==> config.mk <==
export PLATFORM = sky130hd
export DESIGN_NAME = conv_mac_engine
export DESIGN_NICKNAME = d
export VERILOG_FILES = /design/src/rtl/conv_mac_engine.sv
export SDC_FILE = /design/constraint.sdc
export NUM_CORES = 1
export LEC_CHECK = 0
export BUFFER_PORTS_ARGS = -buffer_cell sky130_fd_sc_hd__clkbuf_2
export CAP_MARGIN = 20
export CORE_UTILIZATION = 62
export CTS_BUF_LIST = sky130_fd_sc_hd__clkbuf_4
export DETAILED_ROUTE_END_ITERATION = 10
export MAX_ROUTING_LAYER = met4
export PLACE_DENSITY = 0.79
export SETUP_SLACK_MARGIN = 0.05
export SLEW_MARGIN = 20
export SYNTH_ARGS = -nofsm -noshare
export SYNTH_HDL_FRONTEND = slang
export SYNTH_SLANG_ARGS = --single-unit
==> constraint.sdc <==
create_clock -name i_clk -period 22 [get_ports i_clk]
set_clock_uncertainty 0.05 [all_clocks]
set_input_delay 4.4 -clock i_clk [delete_from_list [all_inputs] [get_ports i_clk]]
set_output_delay 4.4 -clock i_clk [all_outputs]
set_load 0.1 [all_outputs]
==> src/rtl/conv_mac_engine.sv <==
// conv_mac_engine: KxK multi-channel convolution engine with kernel reuse, serial MAC,
// round/shift/saturate and a valid/ready result port.
module conv_mac_engine #(
  parameter int KERNEL_SIZE = 3,
  parameter int DATA_WIDTH  = 8,
  parameter int NUM_CH      = 2,
  parameter int ADDR_WIDTH  = 4,
  parameter int KADDR_WIDTH = 6,
  localparam int N         = KERNEL_SIZE * KERNEL_SIZE,
  localparam int ACC_WIDTH = 2 * DATA_WIDTH + $clog2(N),
  localparam int SHW       = $clog2(ACC_WIDTH)
) (
  input  logic                         i_clk,
  input  logic                         i_rst_n,
  input  logic                         i_start,
  input  logic                         i_reuse_kernel,
  input  logic [SHW-1:0]               i_shift,
  output logic [KADDR_WIDTH-1:0]       o_kernel_addr,
  input  logic [DATA_WIDTH-1:0]        i_kernel_data,
  output logic [ADDR_WIDTH-1:0]        o_window_addr,
  input  logic [NUM_CH*DATA_WIDTH-1:0] i_window_data,
  output logic [NUM_CH*DATA_WIDTH-1:0] o_result,
  output logic                         o_valid,
  input  logic                         i_ready,
  output logic                         o_busy,
  output logic                         o_done
);
  localparam int CW = $clog2(N + 1);
  // Wide enough that the rounding constant for any shift value cannot overflow
  localparam int RW = ACC_WIDTH + (1 << SHW) + 1;
  localparam logic signed [RW-1:0] MAXV = RW'((1 << (DATA_WIDTH - 1)) - 1);
  localparam logic signed [RW-1:0] MINV = RW'(-(1 << (DATA_WIDTH - 1)));

  typedef enum logic [2:0] {IDLE, LOAD_KERNEL, LOAD_WINDOW, MAC, ROUND, OUTPUT} state_t;

  state_t                          state_q, state_d;
  logic [CW-1:0]                   cnt_q, cnt_d;
  logic                            kvalid_q, kvalid_d;
  logic                            done_q, done_d;
  logic [SHW-1:0]                  shift_q, shift_d;
  logic signed [ACC_WIDTH-1:0]     acc_q [NUM_CH];
  logic signed [ACC_WIDTH-1:0]     acc_d [NUM_CH];
  logic [NUM_CH*DATA_WIDTH-1:0]    result_q, result_d;
  logic signed [DATA_WIDTH-1:0]    kern_q [N];
  logic signed [DATA_WIDTH-1:0]    win_q [NUM_CH][N];
  logic signed [2*DATA_WIDTH-1:0]  prod [NUM_CH];
  logic [CW-1:0]                   addr, cap_idx;
  logic                            last;

  function automatic logic [DATA_WIDTH-1:0] round_sat(input logic signed [ACC_WIDTH-1:0] a,
                                                      input logic [SHW-1:0] s);
    logic signed [RW-1:0] v;
    v = RW'(a) + ((s == '0) ? RW'(0) : (RW'(1) << (s - 1'b1)));
    v = v >>> s;
    return (v > MAXV) ? MAXV[DATA_WIDTH-1:0] : (v < MINV) ? MINV[DATA_WIDTH-1:0] : v[DATA_WIDTH-1:0];
  endfunction

  // Address clamps at N-1 so the final capture cycle re-issues the last address
  assign addr          = (cnt_q < CW'(N - 1)) ? cnt_q : CW'(N - 1);
  assign cap_idx       = cnt_q - 1'b1;
  assign last          = cnt_q == CW'(N);
  assign o_kernel_addr = (state_q == LOAD_KERNEL) ? KADDR_WIDTH'(addr) : '0;
  assign o_window_addr = (state_q == LOAD_WINDOW) ? ADDR_WIDTH'(addr) : '0;
  assign o_valid       = state_q == OUTPUT;
  assign o_busy        = state_q != IDLE;
  assign o_done        = done_q;
  assign o_result      = result_q;

  always_ff @(posedge i_clk) begin
    if (state_q == LOAD_KERNEL && cnt_q != '0) kern_q[cap_idx] <= i_kernel_data;
    for (int c = 0; c < NUM_CH; c++)
      if (state_q == LOAD_WINDOW && cnt_q != '0) win_q[c][cap_idx] <= i_window_data[c*DATA_WIDTH +: DATA_WIDTH];
  end

  always_comb begin
    state_d  = state_q;
    cnt_d    = cnt_q;
    kvalid_d = kvalid_q;
    shift_d  = shift_q;
    acc_d    = acc_q;
    result_d = result_q;
    done_d   = 1'b0;
    for (int c = 0; c < NUM_CH; c++) prod[c] = win_q[c][addr] * kern_q[addr];
    case (state_q)
      IDLE: if (i_start) begin
        shift_d = i_shift;
        cnt_d   = '0;
        state_d = (i_reuse_kernel && kvalid_q) ? LOAD_WINDOW : LOAD_KERNEL;
      end
      LOAD_KERNEL: begin
        cnt_d    = last ? '0 : cnt_q + 1'b1;
        kvalid_d = kvalid_q | last;
        state_d  = last ? LOAD_WINDOW : LOAD_KERNEL;
      end
      LOAD_WINDOW: begin
        cnt_d   = last ? '0 : cnt_q + 1'b1;
        acc_d   = '{default: '0};
        state_d = last ? MAC : LOAD_WINDOW;
      end
      MAC: begin
        for (int c = 0; c < NUM_CH; c++) acc_d[c] = acc_q[c] + ACC_WIDTH'(prod[c]);
        cnt_d   = (cnt_q == CW'(N - 1)) ? '0 : cnt_q + 1'b1;
        state_d = (cnt_q == CW'(N - 1)) ? ROUND : MAC;
      end
      ROUND: begin
        for (int c = 0; c < NUM_CH; c++) result_d[c*DATA_WIDTH +: DATA_WIDTH] = round_sat(acc_q[c], shift_q);
        state_d = OUTPUT;
      end
      OUTPUT: begin
        done_d  = i_ready;
        state_d = i_ready ? IDLE : OUTPUT;
      end
      default: state_d = IDLE;
    endcase
  end

  always_ff @(posedge i_clk or negedge i_rst_n) begin
    if (!i_rst_n) begin
      state_q  <= IDLE;
      cnt_q    <= '0;
      kvalid_q <= 1'b0;
      done_q   <= 1'b0;
      shift_q  <= '0;
      acc_q    <= '{default: '0};
      result_q <= '0;
    end else begin
      state_q  <= state_d;
      cnt_q    <= cnt_d;
      kvalid_q <= kvalid_d;
      done_q   <= done_d;
      shift_q  <= shift_d;
      acc_q    <= acc_d;
      result_q <= result_d;
    end
  end
endmodule

==> results of run 1 <==
cells by family after synthesis:
family,share of synthesized area
and+or+nand+nor,0.185
AOI/OAI and AO/OA,0.228
buffers and inverters,0.0633
adders and majority gates,0.167
DFF,0.254
muxes,0.0784
xor gates and xnor gates,0.0251
other,0.000231
stage by stage:
stage	hold slack (ns)	utilization	worst slack (ns)
detailed placement	0.447	0.644	12.67
global placement	0.414	0.644	13.04
CTS	0.457	0.663	12.32
floorplan	0.394	-	14.08
metal layers:
metal,overflow,track usage
met1,1,0.715
met2,19,0.888
met3,5,0.484
met4,16,0.643
met5,-,-
==> reports/metrics.csv, run 1 <==
metric;value;unit
synth.most_common_cell;nand2_1;
outcome;did not finish;
numCtsBuffers;72;
initial_core_util;0.630;
yosysTopAreaCell;edfxtp_1;
grt_overflow;41;
grt_max_degree;68;
cts.repair.resized;0;
yosysSeqAreaShare;0.254;
antenna_found_initial;18;
clkSinkCount;286;
std_cell_rows;83;
holdBufCountCts;0;
die_x;231;um
yosys_register_bits;286;
error;[ERROR GRT-0232] Routing congestion too high. Check the congestion heatmap in the GUI.;
hpwl;106;mm
post_cts_buffers;0;
syn-instance-count;3684;
avgSynthCellArea;8.81;um^2
port_buffers;60;
ioPinCount;63;
track_usage;0.705;
yosysWarnings;0;
clockRootBuffer;clkbuf_4;
yosys_most_used_dff;edfxtp_1;
async_reset_ff_frac;0.245;
clockBufferDepth;3;
lastStage;global routing;
synth.area.top_cells;edfxtp_1 20%, fa_1 11%, dfrtp_1 5.4%, ha_1 5.3%, mux2i_1 4.7%;
place_congestion;1.16;
synth_edf_count;216;
dp_cells;4253;
cts_htree_levels;3;
synthTopCellsByCount;366 x nand2_1, 329 x nor2_1, 268 x inv_1;
chipHeight;231;um
syn_area;0.0325;mm^2
ys_types;131;
yosysTopAreaCellShare;0.200;
post_dp_cell_area;0.0332;mm^2
==> run 2, diff against run 1 <==
--- a/config.mk
+++ b/config.mk
@@ -7,12 +7,9 @@
 export LEC_CHECK = 0
 export BUFFER_PORTS_ARGS = -buffer_cell sky130_fd_sc_hd__clkbuf_2
 export CAP_MARGIN = 20
-export CORE_UTILIZATION = 62
-export CTS_BUF_LIST = sky130_fd_sc_hd__clkbuf_4
+export CORE_UTILIZATION = 40
 export DETAILED_ROUTE_END_ITERATION = 10
-export MAX_ROUTING_LAYER = met4
-export PLACE_DENSITY = 0.79
-export SETUP_SLACK_MARGIN = 0.05
+export PLACE_DENSITY_LB_ADDON = 0.15
 export SLEW_MARGIN = 20
 export SYNTH_ARGS = -nofsm -noshare
 export SYNTH_HDL_FRONTEND = slang
==> reports/metrics.csv, run 2 <==
metric;value;unit;change
outcome;complete, no violations;;
cts_tree;done;;
wl;126;mm;
reg2reg_to;acc_q[18]$_DFFE_PN0P_;;
setup_viol;0;;
std_cell_rows;104;;+25%
die_x;287;um;+24%
grt_pass1_vias;29300;;
synth_edf_count;216;;unchanged
path_class;reg2reg;;
slew_viol_final;0;;
min_period_over_period;0.422;;
syn_area;0.0325;mm^2;unchanged
remaining_drc_errors;0;;
slew_headroom;0.212;;
yosys_most_used_dff;edfxtp_1;;
avgSynthCellArea;8.81;um^2;unchanged
hp-class;reg2reg;;
yosysWarnings;0;;unchanged
crit_slowest_cell;dfrtp_4;;
final_common_cell;nand2_1;;
min_to;kvalid_q$_DFFE_PN0P_;;
synth.most_common_cell;nand2_1;;
post-route-min-period;9.28;ns;
synthTopCellsByCount;366 x nand2_1, 329 x nor2_1, 268 x inv_1;;
worstPathRequired;22.34;ns;
r2r-start;cnt_q[0]$_DFFE_PN0P_;;
syn-instance-count;3684;;unchanged
final_antenna_net_count;0;;
antenna_found_initial;4;;
wire_per_inst;26.8;um;
ys_types;131;;unchanged
port_buffers;60;;unchanged
cts_htree_levels;2;;-1
min_from;kvalid_q$_DFFE_PN0P_;;
synth.area.top_cells;edfxtp_1 20%, fa_1 11%, dfrtp_1 5.4%, ha_1 5.3%, mux2i_1 4.7%;;
design_area;0.0348;mm^2;
die_area;0.0823;mm^2;
initial_core_util;0.404;;-0.227
num-nets-final;3962;;
fmaxAchievable;108;MHz;
drt_first_pass_iters;7;;
final_cell_mix;366 x nand2_1, 326 x nor2_1, 265 x inv_1, 216 x edfxtp_1, 178 x fa_1;;
post_cts_buffers;0;;unchanged
antenna_cells;0;;
chipHeight;287;um;+24%
largestRegisters;win_q (144), kern_q (72), acc_q (40);;
fin_hold_ws;0.429;ns;
ioPinCount;63;;unchanged
areaGrowthSynthToFinish;7.29;%;
yosys_register_bits;286;;unchanged
yosysTopAreaCellShare;0.200;;unchanged
cts.repair.resized;0;;unchanged
track_usage;0.302;;
hpwl;95.5;mm;-9.9%
clkSinkCount;286;;unchanged
whs_path_depth;1;;
worstMarginPinSlew;1.17;ns;
yosysSeqAreaShare;0.254;;unchanged
via_per_inst;6.45;;
async_reset_ff_frac;0.245;;unchanged
largest_register_ffs;144;;
arrival;9.62;ns;
max_cap_viol_count;0;;
yosysTopAreaCell;edfxtp_1;;
fin_ws;12.72;ns;
post_dp_cell_area;0.0336;mm^2;+1.4%
clockRootBuffer;clkbuf_16;;
design.core.area;0.0804;mm^2;
cts.clk_slew.worst_paths;0.06;ns;
drive_above_1_share;0.100;;
setup-tns-final;0;ns;
ff2ff_path_depth;29;;
rsz0062_at_grt;false;;
hold_viol_final;0;;
pre_cts_ws;12.70;ns;+0.0278 ns
drtIter0Drc;3659;;
place_congestion;1.04;;-10%
grt_first_pass_wirelength;188;mm;
num_vias;30300;;
cp_max_fo;30;;
endpoint_kind;register;;
clock_latency;0.56;ns;
clockBufferDepth;3;;unchanged
numCtsBuffers;36;;-50%
cp_common_cell;o21ai_0;;
grt_overflow;0;;
slowest_delay;0.78;ns;
largest_register;win_q;;
start_kind;register;;
holdBufCountCts;0;;unchanged
grt_max_degree;69;;
rrSetupSlack;12.72;ns;
==> run 2: cell counts after synthesis <==
Identical to the previous run, type by type.
==> run 2: worst max-delay path by stage <==
stage,end,from
after floorplan,acc_q[18]$_DFFE_PN0P_,cnt_q[1]$_DFFE_PN0P_
after global placement,acc_q[18]$_DFFE_PN0P_,cnt_q[0]$_DFFE_PN0P_
after detailed placement,acc_q[18]$_DFFE_PN0P_,cnt_q[0]$_DFFE_PN0P_
after CTS,acc_q[18]$_DFFE_PN0P_,cnt_q[0]$_DFFE_PN0P_
after global routing,acc_q[18]$_DFFE_PN0P_,cnt_q[0]$_DFFE_PN0P_
final,acc_q[18]$_DFFE_PN0P_,cnt_q[0]$_DFFE_PN0P_
==> run 2: critical path, delay by kind of cell, from the launching register on <==
kind | cells | cell delay [ns]
simple gates | 3 | 0.94
buf+inv | 4 | 1.46
flops | 1 | 0.78
compound gates | 13 | 2.32
mux | 2 | 0.61
fa+ha+maj | 6 | 2.78
xor+xnor | 1 | 0.17
==> run 2: cells by family (layout without fill, tap and decap cells) <==
logic type / Yosys count / count (layout) / share of synthesized area
and+or+nand+nor: 1224 / 1224 / 0.185
AOI/OAI and AO/OA: 1031 / 1031 / 0.228
buffers and inverters: 515 / 466 / 0.0633
adders and majority gates: 329 / 329 / 0.167
DFF: 286 / 286 / 0.254
muxes: 205 / 205 / 0.0784
xor gates and xnor gates: 92 / 92 / 0.0251
other: 2 / 6 / 0.000231
==> run 2: routing by layer <==
| layer | routed length (um) | track usage | vias up |
|---|---|---|---|
| li1 | - | - | 13500 |
| met1 | 49300 | 0.377 | 14500 |
| met2 | 55800 | 0.476 | 1756 |
| met3 | 10900 | 0.0552 | 506 |
| met4 | 9610 | 0.200 | 6 |
| met5 | 46 | 0 | - |
==> run 2: layout make-up <==
class                   instances  area, um^2
clock inverters                23         209
fillers                      7993       45600
repair buffers                130         825
flip-flops and latches        286        8260
well taps                    1060        1330
inverters                     271        1020
clock buffers                  42         966
multi-input cells            2887       22200
==> run 2: per-stage QoR <==
step | instances | utilization
floorplan | 3688 | -
global placement | 4632 | 0.418
detailed placement | 4633 | 0.418
CTS | 4698 | 0.433
global route | 4699 | 0.433
finish | 4699 | 0.433
Power of run 2 is left out: the tool's default activity adds up to more than one toggle a clock period on the data nets, which glitch-free logic cannot reach.
